--- src/rtl/lcd_pkg.sv ---
// Shared encodings for the LCD power-on/host-write sequencer: states, delay classes,
// HD44780 opcodes and the init ROM.
package lcd_pkg;

    typedef enum logic [2:0] {
        S_PWRUP,
        S_ISSUE,
        S_WAIT_ACK,
        S_WAIT_DONE,
        S_DELAY,
        S_IDLE
    } state_t;

    typedef enum logic [1:0] {
        DC_SHORT,
        DC_GAP,
        DC_LONG,
        DC_NONE
    } dly_cls_t;

    localparam logic [7:0] OP_CLEAR    = 8'h01;
    localparam logic [7:0] OP_HOME     = 8'h02;
    localparam logic [7:0] OP_FUNC_SET = 8'h38;
    localparam logic [2:0] INIT_LAST   = 3'd7;

    // All init entries are commands (RS=0).
    function automatic logic [7:0] init_byte(input logic [2:0] idx);
        case (idx)
            3'd0, 3'd1, 3'd2, 3'd3: init_byte = OP_FUNC_SET;
            3'd4:                   init_byte = 8'h08;
            3'd5:                   init_byte = OP_CLEAR;
            3'd6:                   init_byte = 8'h06;
            default:                init_byte = 8'h0C;
        endcase
    endfunction

    function automatic dly_cls_t init_cls(input logic [2:0] idx);
        case (idx)
            3'd0, 3'd1: init_cls = DC_GAP;
            3'd5:       init_cls = DC_LONG;
            default:    init_cls = DC_SHORT;
        endcase
    endfunction

    // Clear (0x01) and home (0x02/0x03) need the long execution time.
    function automatic dly_cls_t host_cls(input logic rs, input logic [7:0] data);
        host_cls = (!rs && (data == OP_CLEAR || data[7:1] == OP_HOME[7:1])) ? DC_LONG : DC_SHORT;
    endfunction

endpackage

--- src/rtl/lcd_sequencer_timer.sv ---
// lcd_delay_timer: loadable 20-bit down-counter shared by every timed state.
// done is valid in the load cycle too, so a state lasts exactly len+1 cycles.
module lcd_delay_timer (
    input  logic        clk,
    input  logic        rst,
    input  logic        load,
    input  logic [19:0] len,
    output logic        done
);
    logic [19:0] cnt;

    always_ff @(posedge clk or posedge rst) begin
        if (rst) begin
            cnt <= '0;
        end else if (load) begin
            cnt <= (len == '0) ? '0 : len - 20'd1;
        end else if (cnt != '0) begin
            cnt <= cnt - 20'd1;
        end
    end

    assign done = load ? (len == '0) : (cnt == '0);

endmodule

--- src/rtl/lcd_sequencer.sv ---
// HD44780 init + host-write sequencer in front of Lcd_Controller (PWRUP wait, ISSUE strobe,
// WAIT_ACK/WAIT_DONE handshake, DELAY execution time, IDLE host accept). LCD_BUSY_POLL_EN: busy-flag polling after host writes.
module lcd_sequencer
    import lcd_pkg::*;
#(
    parameter int POWERUP_CYC = 750000,
    parameter int GAP_CYC     = 205000,
    parameter int SHORT_CYC   = 2500,
    parameter int LONG_CYC    = 82000,
    parameter int ACK_TIMEOUT = 63
) (
    input  logic       clk,
    input  logic       rst,
    input  logic       req_valid,
    input  logic       req_rs,
    input  logic [7:0] req_data,
    output logic       req_ready,
    output logic       init_done,
    output logic       err,
    output logic [7:0] db_out,
    output logic       db_oe,
    input  logic [7:0] db_in,
    output logic       lcd_ncs,
    output logic       lcd_nwr,
    output logic       lcd_nrd,
    output logic       lcd_rs,
    input  logic       ctl_rdy
);
    state_t      state, prev_state;
    dly_cls_t    cls;
    logic [2:0]  idx;
    logic [19:0] tmr_len;
    logic        tmr_done;
    logic        enter;

`ifdef LCD_BUSY_POLL_EN
    logic       rd_op;
    logic [7:0] poll_cnt;
    logic       unused_db;
    assign unused_db = ^db_in[6:0];
`else
    logic       unused_db;
    assign unused_db = ^db_in;
`endif

    function automatic logic [19:0] cls_len(input dly_cls_t c);
        case (c)
            DC_GAP:   cls_len = 20'(GAP_CYC - 1);
            DC_LONG:  cls_len = 20'(LONG_CYC - 1);
            DC_SHORT: cls_len = 20'(SHORT_CYC - 1);
            default:  cls_len = 20'd0;
        endcase
    endfunction

    // The timer restarts on every state change; prev_state resets to a different state so PWRUP counts from reset.
    assign enter     = (state != prev_state);
    assign req_ready = (state == S_IDLE);

    always_comb begin
        tmr_len = '0;
        case (state)
            S_PWRUP:                 tmr_len = 20'(POWERUP_CYC - 1);
            S_WAIT_ACK, S_WAIT_DONE: tmr_len = 20'(ACK_TIMEOUT - 1);
            S_DELAY:                 tmr_len = cls_len(cls);
            default:                 tmr_len = '0;
        endcase
    end

    lcd_delay_timer u_timer (
        .clk  (clk),
        .rst  (rst),
        .load (enter),
        .len  (tmr_len),
        .done (tmr_done)
    );

    always_ff @(posedge clk or posedge rst) begin
        if (rst) begin
            state      <= S_PWRUP;
            prev_state <= S_IDLE;
            cls        <= DC_SHORT;
            idx        <= '0;
            lcd_ncs    <= 1'b1;
            lcd_nwr    <= 1'b1;
            lcd_nrd    <= 1'b1;
            lcd_rs     <= 1'b0;
            db_out     <= '0;
            db_oe      <= 1'b0;
            init_done  <= 1'b0;
            err        <= 1'b0;
`ifdef LCD_BUSY_POLL_EN
            rd_op      <= 1'b0;
            poll_cnt   <= '0;
`endif
        end else begin
            prev_state <= state;
            case (state)
                S_PWRUP: begin
                    if (tmr_done) begin
                        idx     <= '0;
                        db_out  <= init_byte(3'd0);
                        cls     <= init_cls(3'd0);
                        lcd_rs  <= 1'b0;
                        db_oe   <= 1'b1;
                        lcd_ncs <= 1'b0;
                        lcd_nwr <= 1'b0;
                        state   <= S_ISSUE;
                    end
                end
                S_ISSUE: begin
                    lcd_ncs <= 1'b1;
                    lcd_nwr <= 1'b1;
                    lcd_nrd <= 1'b1;
                    state   <= S_WAIT_ACK;
                end
                S_WAIT_ACK: begin
                    if (!ctl_rdy) begin
                        state <= S_WAIT_DONE;
                    end else if (tmr_done) begin
                        err   <= 1'b1;
                        db_oe <= 1'b0;
                        state <= S_DELAY;
                    end
                end
                S_WAIT_DONE: begin
                    if (ctl_rdy) begin
`ifdef LCD_BUSY_POLL_EN
                        if (init_done && (!rd_op || (db_in[7] && poll_cnt != 8'd254))) begin
                            poll_cnt <= rd_op ? poll_cnt + 8'd1 : 8'd0;
                            rd_op    <= 1'b1;
                            lcd_rs   <= 1'b0;
                            db_oe    <= 1'b0;
                            lcd_ncs  <= 1'b0;
                            lcd_nrd  <= 1'b0;
                            state    <= S_ISSUE;
                        end else begin
                            // A still-busy flag here means the poll budget ran out.
                            if (rd_op) begin
                                cls <= DC_NONE;
                                err <= err | db_in[7];
                            end
                            db_oe <= 1'b0;
                            state <= S_DELAY;
                        end
`else
                        db_oe <= 1'b0;
                        state <= S_DELAY;
`endif
                    end else if (tmr_done) begin
                        err   <= 1'b1;
                        db_oe <= 1'b0;
                        state <= S_DELAY;
                    end
                end
                S_DELAY: begin
                    if (tmr_done) begin
`ifdef LCD_BUSY_POLL_EN
                        rd_op <= 1'b0;
`endif
                        if (init_done) begin
                            state <= S_IDLE;
                        end else if (idx == INIT_LAST) begin
                            init_done <= 1'b1;
                            state     <= S_IDLE;
                        end else begin
                            idx     <= idx + 3'd1;
                            db_out  <= init_byte(idx + 3'd1);
                            cls     <= init_cls(idx + 3'd1);
                            lcd_rs  <= 1'b0;
                            db_oe   <= 1'b1;
                            lcd_ncs <= 1'b0;
                            lcd_nwr <= 1'b0;
                            state   <= S_ISSUE;
                        end
                    end
                end
                S_IDLE: begin
                    if (req_valid) begin
                        db_out  <= req_data;
                        lcd_rs  <= req_rs;
                        cls     <= host_cls(req_rs, req_data);
                        db_oe   <= 1'b1;
                        lcd_ncs <= 1'b0;
                        lcd_nwr <= 1'b0;
                        state   <= S_ISSUE;
                    end
                end
                default: state <= S_PWRUP;
            endcase
        end
    end

endmodule

--- config.mk ---
export PLATFORM = sky130hd
export DESIGN_NAME = lcd_sequencer
export DESIGN_NICKNAME = d
export VERILOG_FILES = /design/src/rtl/lcd_pkg.sv /design/src/rtl/lcd_sequencer_timer.sv /design/src/rtl/lcd_sequencer.sv
export SDC_FILE = /design/constraint.sdc
export NUM_CORES = 1
export LEC_CHECK = 0
export ABC_AREA = 0
export CAP_MARGIN = 25
export CORE_UTILIZATION = 44
export DETAILED_ROUTE_END_ITERATION = 8
export MAX_ROUTING_LAYER = met4
export PLACE_DENSITY_LB_ADDON = 0.3
export SLEW_MARGIN = 10
export SYNTH_ARGS = -nofsm -noshare
export SYNTH_HDL_FRONTEND = slang
export SYNTH_SLANG_ARGS = --single-unit
--- constraint.sdc ---
create_clock -name clk -period 3.2 [get_ports clk]
set_clock_uncertainty 0.2 [all_clocks]
set_input_delay 0.48 -clock clk [delete_from_list [all_inputs] [get_ports clk]]
set_output_delay 0.48 -clock clk [all_outputs]
set_load 0.005 [all_outputs]
==> impl_metrics.json <==
{
  "maxCapViolCount": 0,
  "grt_start_max_net_pins": 45,
  "cts.path.max_buffers": 2,
  "post-route-period-util_pct": 90.2,
  "cts_sinks": 44,
  "tightest_slew_ns": 0.612,
  "status": "finished with violations",
  "gp_congestion": 0.924,
  "layout.nets": 387,
  "drcViolationCount": 2,
  "rsz0062_at_grt": "false",
  "arrival_ns": 2.84,
  "drt-initial-drc-count": 162,
  "final_layout_size_suffix_gt1_share_pct": 10.8,
  "wl_mm": 6.79,
  "hold_buffers": 0,
  "hold_class": "in2async",
  "overflow": 0,
  "fin_util_pct": 53.3,
  "synth-edff-count": 0,
  "post-route-min-period_ns": 2.89,
  "post_cts_resized": 0,
  "io_buffers": 27,
  "via_per_inst": 5.87,
  "ys_async_sr_fraction_pct": 100,
  "synthXorXnorAreaFrac_pct": 4.14,
  "clock_latency_ns": 0.30,
  "criticalPathCategory": "reg2reg",
  "slew_violations": 0,
  "fmax_mhz": 346,
  "syn-num-nets": 360,
  "place_hpwl_mm": 4.99,
  "tritoncts": "built",
  "yosysSeqAreaShare_pct": 37.3,
  "antenna_found_initial": 0,
  "synth.distinct_cells": 66,
  "p_per_area_nw_per_um2": 919,
  "yosysWarnings": 0,
  "synth-simple-area-share_pct": 20.9,
  "root_buffer": "clkbuf_8",
  "die-area_um2": 7060,
  "critPathLaunchType": "flop",
  "path_clk_slew_ns": 0.08,
  "hold_viol": 0,
  "synthMuxAreaShare_pct": 4.06,
  "crit_path_end_kind": "flop",
  "ant_nets": 0,
  "diodes": 0,
  "fin_tns_setup_ns": 0,
  "leakagePower_nw": 1.38,
  "ys_ff_latch": 44,
  "grt_pass1_wl_mm": 11.5,
  "drt_first_pass_iters": 6,
  "yosys_most_used_dff": "dfrtp_1",
  "htreeDepth": 2,
  "avgRoutedWirePerCell_um": 15.8,
  "synthAdderAreaFrac_pct": 5.91,
  "relSlewSlack_pct": 58.8,
  "synth_compound_area_share_pct": 22.8,
  "postSynthCellCount": 325,
  "vias": 2526,
  "ir_worst_vdd_mv": 0.328,
  "rows": 29,
  "seq_area_um2": 1100,
  "multi_input_area_um2": 1720,
  "core_area_um2": 6420,
  "die_h_um": 84.0,
  "grt_usage_pct": 20.8,
  "worstPathMaxFanout": 6,
  "io_pins": 37,
  "netlist_area_um2": 2960,
  "setup_violations": 0,
  "grt_pass1_vias": 2394,
  "fillers": 596,
  "violations": "design-rule violations",
  "die_w_um": 84.0,
  "synth_top_family_by_area": "compound AO/OA/AOI/OAI gates",
  "numCtsBuffers": 5,
  "area_delta_synth_final_pct": 15.6,
  "syn_area_per_cell_um2": 9.11,
  "start_util_pct": 46.1,
  "cp_data_required_time_ns": 3.15,
  "postCtsSetupBuffers": 0
}
==> final timing paths <==
kind,startpoint,end,slack [ns],cells past startpoint
max in group asynchronous,rst,prev_state[0],2.01,3
min in group clk,err,err,0.28,1
setup reg to reg,cls[1],db_oe,0.31,8
setup / recovery,cls[1],db_oe,0.31,8
hold reg to reg,err,err,0.28,1
hold / removal,rst,u_timer.cnt[15],0.25,2
==> layout make-up <==
cell class | instances | area share [%]
clock buffers | 8 | 2.63
inverters | 14 | 1.53
multi-input cells | 249 | 50.1
repair buffers | 38 | 10.7
well taps | 77 | 2.81
flip-flops and latches | 44 | 32.3
==> flip-flops by register name, indices dropped and copies added, names as in the netlist <==
signal and flops:
u_timer.cnt 20, err 1, init_done 1, idx 3
db_oe 1, lcd_nwr 1, prev_state 3, state 3
cls 2, db_out 8, lcd_rs 1
==> Yosys cell counts, types with 6 or more instances <==
master / instances / area [um2]
clkbuf_1: 9 / 33.8
inv_1: 14 / 52.6
mux2_1: 6 / 67.6
a22oi_1: 6 / 45.0
nand2b_1: 7 / 43.8
ha_1: 14 / 175
o22ai_1: 7 / 43.8
dfrtp_1: 41 / 1030
o21ai_0: 26 / 130
nand2_1: 14 / 52.6
nor2_1: 30 / 113
nor3_1: 9 / 45.0
xnor2_1: 10 / 87.6
a21oi_1: 23 / 115
==> power by group <==
part | switching (mW) | internal, mW
logic | 0.997 | 0.807
clock network | 0.188 | 0.176
registers | 0.198 | 0.781
==> logic make-up (layout without fill, tap and decap cells) <==
group | Yosys count | after routing
AO/OA/AOI/OAI | 101 | 101
XOR/XNOR | 14 | 14
buffers and inverters | 32 | 60
AND/OR/NAND/NOR | 108 | 108
flip-flops | 44 | 44
multiplexers | 11 | 11
other | 1 | 1
adder cells (fa/ha/maj) | 14 | 14
==> routing by layer <==
metal / vias up / GRT usage (%) / part of all wire (%)
met5: - / - / 0
met2: 44 / 34.2 / 48
met4: 0 / 5.17 / 1.1
met1: 1224 / 27.1 / 48
met3: 9 / 3.07 / 2.9
li1: 1249 / - / -
==> metrics by stage <==
stage	power (mW)	instances	hold WS, ns	instance area [um2]	setup slack (ns)
2_1_floorplan	2.28	325	0.149	2960	0.564
5_1_grt	3.41	430	0.301	3420	0.177
4_1_cts	3.14	429	0.283	3400	0.321
6_report	3.15	430	0.254	3420	0.312
3_3_place_gp	2.74	421	0.259	3310	0.362
3_5_place_dp	2.77	421	0.263	3310	0.344
==> cells in the final DEF, fill, tap and decap left out, types with 7 or more instances in the layout <==
cell type        netlist  routed
nand2b_1               7       7
o21ai_0               26      26
xnor2_1               10      10
clkdlybuf4s50_1        0      27
o22ai_1                7       7
ha_1                  14      14
dfrtp_1               41      41
nor2_1                30      30
nand2_1               14      14
nor3_1                 9       9
inv_1                 14      13
a21oi_1               23      23
buf_4                  4      10
==> worst max-delay path, cell delays in order (launching register included) <==
cell,delay (ns)
dfrtp_1,0.40
inv_1,0.10
ha_1,0.39
and4bb_2,0.28
o22ai_1,0.41
nor4_2,0.12
buf_4,0.17
o31ai_1,0.51
o211ai_1,0.16
Note: power is estimated with default switching activity, not from simulation.
